**config.mk**
```make
export PLATFORM = sky130hd
export DESIGN_NAME = fifo_burst_drain
export DESIGN_NICKNAME = d
export VERILOG_FILES = /design/src/rtl/fifo_burst_drain.sv
export SDC_FILE = /design/constraint.sdc
export NUM_CORES = 1
export LEC_CHECK = 0
export CORE_AREA = 2 2 62 64
export CTS_BUF_LIST = sky130_fd_sc_hd__clkbuf_4 sky130_fd_sc_hd__clkbuf_8 sky130_fd_sc_hd__clkbuf_16
export CTS_CLUSTER_SIZE = 8
export DETAILED_ROUTE_END_ITERATION = 16
export DIE_AREA = 0 0 64 66
export PLACE_DENSITY = 0.76
export SETUP_SLACK_MARGIN = 0.5
export SLEW_MARGIN = 10
export SYNTH_ARGS = -nofsm -noshare
export SYNTH_HDL_FRONTEND = slang
export SYNTH_SLANG_ARGS = --single-unit
```
**constraint.sdc**
```tcl
create_clock -name clk -period 3.9 [get_ports clk]
set_input_delay 1.17 -clock clk [delete_from_list [all_inputs] [get_ports clk]]
set_output_delay 1.17 -clock clk [all_outputs]
set_load 0.02 [all_outputs]
```
**src/rtl/fifo_burst_drain.sv**
```systemverilog
// ---------------------------------------------------------------------------
// fifo_burst_drain
//
// Purpose:
//   Read-side consumer for the synchronous FIFO. It pops words through
//   fifo_rd_en and absorbs the FIFO's one-cycle registered read latency in a
//   two-entry output buffer. The words are presented on a valid/ready stream
//   that is framed into fixed bursts of BURST_LEN beats, and m_last marks the
//   final beat of each burst. The drain starts and stops on burst boundaries
//   under control of en.
//
// Ports:
//   clk          system clock, rising edge
//   rst_n        asynchronous active-low reset
//   en           drain enable, sampled every cycle
//   fifo_empty   FIFO empty flag
//   fifo_dout    FIFO read data, valid the cycle after a pop
//   fifo_rd_en   FIFO pop request (combinational, depends on m_ready)
//   m_valid      output word valid
//   m_ready      downstream ready
//   m_data       output word (driven from a register)
//   m_last       last beat of a burst
//   busy         state machine is not idle
//   burst_count  completed bursts (only when DRAIN_STATS_EN is defined)
//
// Configuration:
//   DRAIN_STATS_EN  when defined, burst_count is a saturating counter of
//                   completed bursts. When undefined, burst_count is tied to 0.
// ---------------------------------------------------------------------------
`timescale 1ns/1ps

module fifo_burst_drain #(
  parameter int DATA_WIDTH = 8,
  parameter int BURST_LEN  = 4,
  parameter int CNT_WIDTH  = 16
) (
  input  logic                  clk,
  input  logic                  rst_n,
  input  logic                  en,
  input  logic                  fifo_empty,
  input  logic [DATA_WIDTH-1:0] fifo_dout,
  output logic                  fifo_rd_en,
  output logic                  m_valid,
  input  logic                  m_ready,
  output logic [DATA_WIDTH-1:0] m_data,
  output logic                  m_last,
  output logic                  busy,
  output logic [CNT_WIDTH-1:0]  burst_count
);

  localparam int IDX_W = (BURST_LEN > 1) ? $clog2(BURST_LEN) : 1;
  localparam logic [IDX_W-1:0] LAST_IDX = IDX_W'(BURST_LEN - 1);

  typedef enum logic [1:0] {
    IDLE = 2'd0,
    RUN  = 2'd1,
    STOP = 2'd2
  } state_t;

  state_t                state;
  state_t                state_next;
  logic                  read_allowed;

  logic [DATA_WIDTH-1:0] head_q;
  logic [DATA_WIDTH-1:0] tail_q;
  logic [DATA_WIDTH-1:0] head_next;
  logic [DATA_WIDTH-1:0] tail_next;
  logic [1:0]            occ;
  logic [1:0]            occ_next;
  logic                  infl;
  logic                  pop;
  logic                  wr_tail;
  logic [2:0]            pending;

  logic [IDX_W-1:0]      rd_idx;
  logic [IDX_W-1:0]      beat_idx;

  // Stream side. The head entry drives the outputs directly, so there is no
  // combinational path from fifo_dout to m_data.
  assign m_valid = (occ != 2'd0);
  assign m_data  = head_q;
  assign m_last  = m_valid & (beat_idx == LAST_IDX);
  assign pop     = m_valid & m_ready;
  assign busy    = (state != IDLE);

  // Read issue. pending counts the words the buffer must still hold after
  // this cycle: buffered words plus the in-flight word, minus the word popped
  // now. Counting the pop lets the block sustain one word per cycle, and it
  // is the reason fifo_rd_en depends combinationally on m_ready.
  assign pending    = {1'b0, occ} + {2'b00, infl} - {2'b00, pop};
  assign fifo_rd_en = read_allowed & ~fifo_empty & (pending < 3'd2);

  // State register. Reset returns to IDLE, which stops reads immediately.
  always_ff @(posedge clk or negedge rst_n) begin
    if (!rst_n) begin
      state <= IDLE;
    end else begin
      state <= state_next;
    end
  end

  // Next-state and read permission. In STOP, reads continue only while
  // rd_idx is mid-burst, so every burst that is started also finishes. The
  // block returns to IDLE only after the last word of that burst has been
  // delivered downstream.
  always_comb begin
    state_next   = state;
    read_allowed = 1'b0;
    case (state)
      IDLE: begin
        if (en) begin
          state_next = RUN;
        end
      end
      RUN: begin
        read_allowed = 1'b1;
        if (!en) begin
          state_next = STOP;
        end
      end
      STOP: begin
        read_allowed = (rd_idx != '0);
        if (en) begin
          state_next = RUN;
        end else if ((rd_idx == '0) && !infl && (occ == 2'd0)) begin
          state_next = IDLE;
        end
      end
      default: begin
        state_next = IDLE;
      end
    endcase
  end

  // The in-flight flag follows fifo_rd_en by one cycle. Because reset clears
  // it, a word still in flight from the FIFO when reset hits is never
  // captured.
  always_ff @(posedge clk or negedge rst_n) begin
    if (!rst_n) begin
      infl <= 1'b0;
    end else begin
      infl <= fifo_rd_en;
    end
  end

  // Next contents of the two-entry buffer. A pop shifts the tail into the
  // head. A returning word is then written to the first free slot after that
  // shift. When occ is 2 with both a pop and a capture, the data shifts and
  // refills, and occ stays at 2. The read rule prevents a capture into a full
  // buffer that has no pop.
  always_comb begin
    head_next = head_q;
    tail_next = tail_q;
    wr_tail   = (occ == 2'd2) || ((occ == 2'd1) && !pop);
    if (pop) begin
      head_next = tail_q;
    end
    if (infl) begin
      if (wr_tail) begin
        tail_next = fifo_dout;
      end else begin
        head_next = fifo_dout;
      end
    end
    occ_next = occ + {1'b0, infl} - {1'b0, pop};
  end

  // Buffer registers. Reset empties the buffer and clears the data, so
  // m_data reads 0 while the block is held in reset.
  always_ff @(posedge clk or negedge rst_n) begin
    if (!rst_n) begin
      head_q <= '0;
      tail_q <= '0;
      occ    <= 2'd0;
    end else begin
      head_q <= head_next;
      tail_q <= tail_next;
      occ    <= occ_next;
    end
  end

  // Burst framing counters. rd_idx tracks issued reads and beat_idx tracks
  // delivered beats, both modulo BURST_LEN. STOP uses rd_idx to finish the
  // current burst on the read side. beat_idx places m_last, so bubbles and
  // stalls have no effect on framing.
  always_ff @(posedge clk or negedge rst_n) begin
    if (!rst_n) begin
      rd_idx   <= '0;
      beat_idx <= '0;
    end else begin
      if (fifo_rd_en) begin
        rd_idx <= (rd_idx == LAST_IDX) ? '0 : rd_idx + 1'b1;
      end
      if (pop) begin
        beat_idx <= (beat_idx == LAST_IDX) ? '0 : beat_idx + 1'b1;
      end
    end
  end

`ifdef DRAIN_STATS_EN
  logic [CNT_WIDTH-1:0] burst_cnt_q;

  // Completed-burst counter. It advances on each delivered m_last beat and
  // holds at all-ones instead of wrapping.
  always_ff @(posedge clk or negedge rst_n) begin
    if (!rst_n) begin
      burst_cnt_q <= '0;
    end else if (pop && m_last && !(&burst_cnt_q)) begin
      burst_cnt_q <= burst_cnt_q + 1'b1;
    end
  end

  assign burst_count = burst_cnt_q;
`else
  assign burst_count = '0;
`endif

endmodule

```
**Word-level counts from Yosys, hierarchy flattened**

Cells that the tools add are included.

- Input port bits: 13
- Output and inout bits: 28
- Flip-flop bits (word level): 25

- Multiplexer cells: 11
- Eq/ne operators: 9
- Bitwise logic cells: 5
- Reduce and logical (&&, ||, !) cells: 14
- Add/subtract/negate cells: 6
- $lt $le $gt $ge: 1

Operator list:

| operator | count |
|---|---|
| $mux 8 | 3 |
| $mux 2 | 6 |
| $eq 2x2->1 const B | 4 |
| $logic_not 2->1 | 3 |
| $pmux 2 s3 | 1 |
| $reduce_bool 2->1 | 3 |
| $add 2x1->2 const B | 2 |
| $and 1x1->1 | 4 |
| $eq 2x1->1 const B | 2 |
| $ne 2x2->1 const B | 2 |
| $add 2x1->3 | 1 |
| $logic_and 1x1->1 | 3 |
| $lt 3x2->1 const B | 1 |
| $ne 3x3->1 const B | 1 |
| $reduce_and 3->1 | 1 |
| $sub 3x1->3 | 1 |
| $add 2x1->2 | 1 |
| $logic_not 1->1 | 2 |
| $pmux 1 s2 | 1 |
| $reduce_and 2->1 | 1 |
| $sub 2x1->2 | 1 |
| $logic_or 1x1->1 | 1 |
| $not 1->1 | 1 |

**Longest topological paths before layout**

Gate-level depths: netlist of run 1.

- Depth after elaboration: 7
- Mapped depth: 9
- Mapped depth without buffers: 8

**Least setup slack after synthesis of run 1**

Ideal clock, no wire load.

- Kind: input to output
- Start point: input m_ready
- End point: output fifo_rd_en
- Data arrival time: 2.837 ns
- Buffers on the path: 1
- Stages: 9
- Setup slack: -0.107 ns
- Data required time: 2.730 ns
- Path through: o21ai_1 buf_2 or2_2 nand2_1 ha_1 fa_1 nor2_1 o2111ai_1 inv_1

- Longest elaborated chain between the ends: 4

Ends and longest elaborated chain:

| what | line | source |
|---|---|---|
| from (decl) | 44 | `input logic m_ready,` |
| $and 1x1->1 | 83 | `assign pop = m_valid & m_ready;` |
| $sub 3x1->3 | 90 | `assign pending = {1'b0, occ} + {2'b00, infl} - {2'b00, pop};` |
| $lt 3x2->1 | 91 | `assign fifo_rd_en = read_allowed & ~fifo_empty & (pending < 3'd2);` |
| $and 1x1->1 | 91 |  |
| to (decl) | 42 | `output logic fifo_rd_en,` |

No other way between the ends.

**Worst setup path in the final report of run 1**

Same ends and word-level chain as after synthesis.

==> results of run 1 <==
==> worst max-delay path by stage <==
stage / start / endpoint / slack [ns] / cells past startpoint
after floorplan: m_ready / fifo_rd_en / 0.08 / 9
after global placement: m_ready / fifo_rd_en / -0.88 / 10
after detailed placement: m_ready / fifo_rd_en / -0.93 / 10
after CTS: m_ready / fifo_rd_en / 0.06 / 10
after global routing: m_ready / fifo_rd_en / -0.02 / 10
final: m_ready / fifo_rd_en / 0.06 / 10
==> synth_stat cells, drive strengths merged (2+ instances only) <==
library cell / instances / share of area
buf: 18 / 0.095
nand2b: 2 / 0.0087
or2: 2 / 0.0087
nand2: 4 / 0.010
dfrtp: 25 / 0.44
inv: 7 / 0.018
nor2: 3 / 0.0078
mux2: 28 / 0.24
ha: 9 / 0.078
==> routing by layer <==
| layer | global-route usage | vias up | part of all wire |
|---|---|---|---|
| li1 | - | 426 | - |
| met1 | 0.144 | 451 | 0.44 |
| met2 | 0.232 | 23 | 0.50 |
| met3 | 0.0221 | 2 | 0.044 |
| met4 | 0.0543 | 0 | 0.012 |
| met5 | 0 | - | 0 |
==> layout make-up <==
| cell class | count | area (sq um) | share of cell area |
|---|---|---|---|
| tap | 48 | 60.1 | 0.0334 |
| clock inverter | 1 | 7.51 | 0.00418 |
| sequential | 25 | 626 | 0.348 |
| timing repair buffer | 33 | 310 | 0.173 |
| inverter | 7 | 26.3 | 0.0146 |
| clock buffer | 3 | 22.5 | 0.0125 |
| multi-input combinational | 80 | 743 | 0.414 |
==> flip-flops by register name, indices dropped and copies added (netlist names) <==
signal    flops
occ           2
state         2
infl          1
tail_q        8
m_data        8
beat_idx      2
rd_idx        2
==> per-stage QoR <==
step	TNS, ns	instance area (sq um)	setup WS, ns	total power, mW	hold slack [ns]
2_1_floorplan	0	1520	0.0808	0.850	0.474
3_3_place_gp	-0.878	1720	-0.878	1.02	0.486
3_5_place_dp	-0.935	1720	-0.935	1.06	0.494
4_1_cts	0	1790	0.0644	1.20	0.531
5_1_grt	-0.0232	1800	-0.0232	1.29	0.548
6_report	0	1800	0.0615	1.20	0.528
==> critical path, stage by stage <==
cell and delay, ns:
buf_6 0.08, o21ai_4 0.06, or2_4 0.26, nand2_2 0.08, ha_4 0.12, fa_1 0.44
nor2_2 0.11, o2111ai_2 0.14, inv_2 0.09, buf_6 0.11
==> power by group through the flow <==
stage	sequential, mW	clock, mW	combinational [mW]
finish	0.451	0.125	0.622
CTS	0.451	0.125	0.625
global route	0.467	0.136	0.682
detailed placement	0.454	0	0.606
global placement	0.446	0	0.574
floorplan	0.483	0	0.367
==> timing repair <==
action                                  CTS  global route
hold buffers                              0             0
pin swaps                                 4             1
endpoints found under the setup margin    1             1
endpoints found under the hold margin     0             0
resized for setup                        13             1
gates cloned                              0             0
setup buffers                             3             1
==> kinds of logic after synthesis <==
logic type	after synthesis	synth area share
flops	25	0.435
xor+xnor	1	0.00609
compound gates	8	0.0435
buf+inv	25	0.113
mux	28	0.240
fa+ha+maj	10	0.0923
other cells	1	0.00261
simple gates	17	0.0670
==> run summary, run 1 <==
Via/cell ratio: 4.58
Fin crit period: 3.84 ns
Status: completed
Unrepaired setup endpoints after global routing: yes
Grt ovf: 0
Hold endpoint: tail_q[4]
Final hold vios: 0
DR iter-0 viols: 22
First-pass GRT wire length: 4160 microns
Antenna viol nets, final: 0
Non-filler instance count after layout: 197
Die Width: 64 microns
Clock skew: 0.00284 ns
Cell area after synthesis: 1440 sq um
Clk network pwr share: 0.104
Share of power burned in registers: 0.376
Core area: 3550 sq um
DP Wirelength: 1840 microns
Layout cells sized above 1: 0.309
Num CTS Buffers: 3
Mean Syn Cell Area: 12.5 sq um
Post-synth EDFFs: 0
Final wirelength: 2480 microns
Pwr per Cell Area: 667 nW/um^2
Clock sinks: 25
R2R setup slack: 1.31 ns
Placed insts: 189
#FFs+latches synth: 25
Clock Pin Slew Worst Setup and Hold Paths: 0.15 ns
Number of fill cells: 323
Cell row count: 22
Vias in the first global route: 936
Number of cells on the worst hold path: 1
GPL Wtd Cong: 0.824
Leak Pwr: 0.890 nW
Max Cap Violations: 0
Switching pwr: 0.453 mW
Synth Warn #: 0
Later-pin clock latency in the skew report: 0.32 ns
Max Freq: 261 MHz
Reg2reg end: rd_idx[1]
Starting Density: 0.405
CP startpoint kind: primary input
Synth Instances: 115
Initial antenna violation count: 0
CP Data Required Time: 2.73 ns
CTS Root Cell: clkbuf_4
Logic pwr share: 0.519
Die footprint: 4220 sq um
Commonest non-fill, non-tap cell in the layout: dfrtp_1
Worst R2R Path Depth: 11
Via count: 902
CP arrival: 2.67 ns
Critical Path Sink Type: output port
CTS tree: yes
Die Height: 66 microns
Fin nets: 173
Ys async rst share: 1.00
Internal: 0.745 mW
ANT cells: 0
Setup violators final: 0
Most frequent cells in the layout: 25 x dfrtp_1, 22 x clkdlybuf4s50_1, 16 x conb_1
Fin. max-slew vios: 0
First drt pass iteration count: 4
Largest net degree at the start of global routing: 26
Worst Path Class, Setup: in2out
Drt drc: 0
CP Max Fanout: 4
P&R area growth vs syn: 24.9%
Register area share after synthesis: 0.435
Clock Path Buffers: 2
Sw Ratio: 0.378
Slew @ Worst Pin: 0.510 ns
Io pins: 41
PortBufs: 24
Period utilization: 0.984
Max rail drop VDD: 0.000364 V
Launching point of the worst reg2reg path: occ[0]
HP Start: tail_q[4]
H-tree levels: 1
Hold crit path type: reg2reg
Most used DFF post-synth: dfrtp_1
Total global-route track usage: 0.126
Drt wl/cell: 12.6 microns
Core Util, Final: 0.506
Netlist cell types: 30
Rel. slew slack: 0.660
No activity file was read; power rests on OpenSTA's default activity.
==> run 2, diff against run 1 <==
PLACE_DENSITY = not set   (was 0.76)
PLACE_DENSITY_LB_ADDON = 0.25   (was not set)
==> run 2 against run 1 <==
Effect of this change: design area rose by 0.14%; core utilization is 0.070 points higher; global-route usage shrank 0.43 points; sequential share of layout area is essentially flat; count of clock-buffer cells in the layout unchanged; total power increased by 0.34%; critical path depth unchanged; clock skew is 0.0027 ns higher; first-iteration DRC count shrank 59%; non-clock buffer count did not move; critical path type unchanged; critical endpoint unchanged; largest power group unchanged.
==> run summary, run 2 (synthesis gave the netlist of run 1 again) <==
Antenna viol nets, final: 0 (unchanged)
Pwr per Cell Area: 668 nW/um^2 (+0.20%)
Die Height: 66 microns (unchanged)
Clock Pin Slew Worst Setup and Hold Paths: 0.14 ns (about the same)
Launching point of the worst reg2reg path: occ[0]
Total global-route track usage: 0.122 (-0.00432)
CP Max Fanout: 3 (-1)
Period utilization: 0.976 (-0.00867)
Hold slack final: 0.522 ns (-0.00553 ns)
CTS Root Cell: clkbuf_4
Final hold vios: 0 (unchanged)
HP Start: tail_q[6]
PortBufs: 24 (unchanged)
Placed Area: 1730 sq um (+0.44%)
Grt ovf: 0 (unchanged)
GPL Wtd Cong: 0.646 (-22%)
Fin. max-slew vios: 0 (unchanged)
Final Cell Area: 1800 sq um (+0.14%)
Hold crit path type: reg2reg
Fin nets: 173 (unchanged)
Cts hold-fix bufs: 0 (unchanged)
Reg2reg end: rd_idx[1]
Drt drc: 0 (unchanged)
CP arrival: 2.63 ns (-0.04 ns)
H-tree levels: 1 (unchanged)
Via count: 858 (-4.9%)
Later-pin clock latency in the skew report: 0.32 ns (about the same)
Leak Pwr: 0.894 nW (+0.40%)
Most frequent cells in the layout: 25 x dfrtp_1, 22 x clkdlybuf4s50_1, 16 x conb_1
Setup TNS: 0 ns (unchanged)
Largest net degree at the start of global routing: 26 (unchanged)
DR iter-0 viols: 9 (-59%)
First drt pass iteration count: 4 (unchanged)
Die Width: 64 microns (unchanged)
CTS tree: yes
Max Cap Violations: 0 (unchanged)
CP startpoint kind: primary input
Clock Path Buffers: 2 (unchanged)
CP Data Required Time: 2.73 ns (about the same)
Critical Path Sink Type: output port
Number of cells on the worst hold path: 1 (unchanged)
Clock sinks: 25 (unchanged)
Hold endpoint: tail_q[6]
Max rail drop VDD: 0.000265 V (-27%)
Core Util, Final: 0.506 (+0.000704)
Final wirelength: 2310 microns (-7.1%)
Io pins: 41 (unchanged)
Die footprint: 4220 sq um (unchanged)
Via/cell ratio: 4.36 (-4.9%)
ANT cells: 0 (unchanged)
First-pass GRT wire length: 3910 microns (-6.0%)
Num CTS Buffers: 3 (unchanged)
Fin crit period: 3.80 ns (-0.0338 ns)
DP Wirelength: 1690 microns (-8.2%)
Initial antenna violation count: 0 (unchanged)
Worst R2R Path Depth: 10 (-1)
P&R area growth vs syn: 25.1%
Vias in the first global route: 871 (-6.9%)
Cell row count: 22 (unchanged)
Drt wl/cell: 11.7 microns (-7.1%)
Commonest non-fill, non-tap cell in the layout: dfrtp_1
Status: completed
Clock skew: 0.00550 ns (+0.00266 ns)
Power, Total: 1.20 mW (+0.34%)
Max Freq: 263 MHz (+0.89%)
Starting Density: 0.405 (unchanged)
Core area: 3550 sq um (unchanged)
Worst Path Class, Setup: in2out
R2R setup slack: 1.57 ns (+0.26 ns)
Unrepaired setup endpoints after global routing: yes
Layout cells sized above 1: 0.302 (-0.00671)
Setup violators final: 0 (unchanged)
run 2: cell counts in the layout (fill, tap and decap cells not counted):
Identical to the previous run, type by type.
run 2: how the worst max path moves through the flow:
stage / startpoint / endpoint / slack, ns
floorplan: m_ready / fifo_rd_en / 0.08
global placement: m_ready / fifo_rd_en / -0.88
detailed placement: m_ready / fifo_rd_en / -0.92
CTS: m_ready / fifo_rd_en / 0.1
global route: m_ready / fifo_rd_en / 0.03
finish: m_ready / fifo_rd_en / 0.1
run 2: per-stage QoR:
stage | setup slack, ns | std cells
finish | 0.0953 | 197
floorplan | 0.0808 | 130
CTS | 0.0962 | 195
global placement | -0.882 | 190
detailed placement | -0.923 | 190
global route | 0.0343 | 197
run 2: where the power goes:
part	switching [mW]	internal (mW)
clock	0.0809	0.0392
combinational	0.290	0.357
sequential	0.0714	0.363
total	0.442	0.760
run 2: final cells by class:
type / count / area, sq um
fillers: 311 / 1750
multi-input cells: 80 / 746
flip-flops and latches: 25 / 626
repair buffers: 33 / 310
well taps: 48 / 60.1
inverters: 7 / 26.3
clock buffers: 3 / 22.5
clock inverters: 1 / 7.51
run 2: worst max-delay path, cell delays in order:
cell	delay, ns
buf_6	0.08
o21ai_4	0.05
or2_4	0.24
nand2_4	0.06
ha_4	0.12
fa_1	0.44
nor2_1	0.14
o2111ai_2	0.13
inv_2	0.09
buf_6	0.11
run 2: metal layers:
layer | track usage | wire, microns | up-vias
met5 | 0 | 0 | -
met4 | 0.0571 | 20 | 0
met3 | 0.0187 | 80 | 2
met2 | 0.201 | 1130 | 18
met1 | 0.158 | 1080 | 406
li1 | - | - | 432
run 2: repair_timing:
action | in CTS | in global routing
setup buffers | 1 | 2
endpoints found under the setup margin | 1 | 1
pin swaps | 4 | 3
resized for setup | 14 | 1
gates cloned | 0 | 0
==> run 3, diff against run 2 <==
HOLD_SLACK_MARGIN = 0.06   (was not set)
clock period = 3.1 ns   (was 3.9 ns; I/O delays follow)
==> run 3 against run 2 <==
Effect of this change: the run now ends with negative setup slack left; critical path depth fell by 1; first-iteration DRC count fell by 22%; wire length rose by 4.9%; global-route usage rose by 0.79 points; register-to-register slack got worse by 0.67 ns; final cell count fell by 0.51%; clock power rose by 29%; critical endpoint unchanged; largest power group unchanged; highest routed layer unchanged.
==> run summary, run 3 (synthesis gave the netlist of run 1 again) <==
Status: complete, but fails checks
Violated checks: negative setup slack
Starting Density: 0.405 (unchanged)
Placed insts: 191 (+0.53%)
Vias in the first global route: 889 (+2.1%)
Clock Path Buffers: 2 (unchanged)
CP arrival: 2.38 ns (-0.25 ns)
CTS tree: yes
Initial antenna violation count: 0 (unchanged)
Fin crit period: 3.31 ns
Antenna viol nets, final: 0 (unchanged)
ANT cells: 0 (unchanged)
Core Util, Final: 0.505 (-0.00141)
Num CTS Buffers: 3 (unchanged)
GPL Wtd Cong: 0.644 (-0.28%)
Switching pwr: 0.563 mW (+27%)
Clock Pin Slew Worst Setup and Hold Paths: 0.15 ns (about the same)
DR iter-0 viols: 7 (-2)
Sequence of cells on the critical path: buf_6 > o21ai_4 > or2_4 > buf_4 > fa_1 > xor2_1 > o2111ai_2 > inv_2 > buf_6
Die footprint: 4220 sq um (unchanged)
Largest net degree at the start of global routing: 26 (unchanged)
P&R area growth vs syn: 24.7%
Max rail drop VDD: 0.000356 V (+35%)
Cts hold-fix bufs: 0 (unchanged)
Hold crit path type: reg2reg
Io pins: 41 (unchanged)
Fin nets: 172 (-0.58%)
H-tree levels: 1 (unchanged)
Via/cell ratio: 4.46 (+2.5%)
Logic pwr share: 0.534 (-0.004)
Non-filler instance count after layout: 196 (-0.51%)
PortBufs: 24 (unchanged)
Final worst slack: -0.210 ns (-0.306 ns)
Clock skew: 0.00858 ns (+0.00308 ns)
Cell family with most CP delay: buffers and inverters
Commonest non-fill, non-tap cell in the layout: dfrtp_1
Period utilization: 1.07
CP max-delay cell: fa_1
Clock sinks: 25 (unchanged)
CP Max Fanout: 3 (unchanged)
First drt pass iteration count: 3 (-1)
First-pass GRT wire length: 4150 microns (+6.2%)
CP Data Required Time: 2.17 ns (-0.56 ns)
Pwr per Cell Area: 838 nW/um^2 (+25%)
Layout cells sized above 1: 0.318 (+0.0156)
Setup violators final: 1 (+1)
Most used cell along the critical path: buf_6
Unrepaired setup endpoints after global routing: yes
Later-pin clock latency in the skew report: 0.33 ns (about the same)
DP Wirelength: 1740 microns (+3.0%)
Die Height: 66 microns (unchanged)
Final wirelength: 2420 microns (+4.9%)
Final hold vios: 0 (unchanged)
Max incr delay on CP: 0.41 ns (-0.03 ns)
Max Cap Violations: 0 (unchanged)
Clk network pwr share: 0.103 (+0.003)
Internal: 0.940 mW (+24%)
CP startpoint kind: primary input
Most frequent cells in the layout: 24 x dfrtp_1, 19 x clkdlybuf4s50_1, 16 x conb_1
Fin. max-slew vios: 0 (unchanged)
Grt ovf: 0 (unchanged)
Drt drc: 0 (unchanged)
Total global-route track usage: 0.130 (+0.00795)
Max Freq: 302 MHz
Via count: 875 (+2.0%)
Leak Pwr: 0.893 nW (about the same)
Buf/Inv on CP: 4 (+1)
Sw Ratio: 0.375 (+0.00703)
Critical Path Sink Type: output port
Worst Path Class, Setup: in2out
Share of power burned in registers: 0.363 (about the same)
CTS Root Cell: clkbuf_4
Drt wl/cell: 12.4 microns (+5.5%)
Die Width: 64 microns (unchanged)
Core area: 3550 sq um (unchanged)
Cell row count: 22 (unchanged)
[run 3: cell count changes in the layout (fill, tap and decap cells not counted), sizes merged]
cell	delta
clkdlybuf4s50	-3
dlygate4sd2	+1
clkdlybuf4s15	+1
[run 3: area by class of cell]
cell class / instances / area, sq um
Inverter: 7 / 26.3
Tap cell: 48 / 60.1
Timing Repair Buffer: 32 / 299
Clock buffer: 3 / 22.5
Multi-Input combinational cell: 80 / 751
Fill cell: 319 / 1760
Clock inverter: 1 / 7.51
Sequential cell: 25 / 627
[run 3: power by group through the flow]
stage          Clock [mW]  Sequential (mW)  Combinational, mW
2_1_floorplan           0            0.608              0.462
3_3_place_gp            0            0.547              0.759
3_5_place_dp            0            0.554              0.782
4_1_cts             0.162            0.548              0.800
5_1_grt             0.179            0.567              0.887
6_report            0.155            0.546              0.803
[run 3: through the flow]
| step | total power [mW] | TNS [ns] | setup WS, ns | hold slack [ns] | area, sq um |
|---|---|---|---|---|---|
| 2_1_floorplan | 1.07 | -0.239 | -0.239 | 0.474 | 1520 |
| 3_3_place_gp | 1.31 | -1.49 | -1.20 | 0.487 | 1730 |
| 3_5_place_dp | 1.34 | -1.62 | -1.24 | 0.493 | 1730 |
| 4_1_cts | 1.51 | -0.221 | -0.221 | 0.531 | 1780 |
| 5_1_grt | 1.63 | -0.288 | -0.288 | 0.542 | 1790 |
| 6_report | 1.50 | -0.210 | -0.210 | 0.529 | 1790 |
[run 3: worst paths after layout]
| path | depth (start not counted) | slack, ns | end | from |
|---|---|---|---|---|
| max | 9 | -0.21 | fifo_rd_en | m_ready |
| min | 1 | 0.53 | beat_idx[1] | beat_idx[1] |
| max reg2reg | 9 | 0.90 | rd_idx[1] | occ[0] |
| min reg2reg | 1 | 0.53 | beat_idx[1] | beat_idx[1] |
| max in group asynchronous | 2 | 1.88 | state[0] | rst_n |
| min in group asynchronous | 2 | 0.95 | beat_idx[1] | rst_n |
[run 3: metal layers]
metal,wire length [microns],up-vias,GRT usage
met4,51,0,0.0652
li1,-,427,-
met5,0,-,0
met3,95,5,0.0204
met2,1190,21,0.229
met1,1080,422,0.153
[run 3: what timing repair did]
action	CTS	global route
resized for setup	22	3
setup endpoints to repair	6	2
pin swaps	3	0
setup buffers	1	0
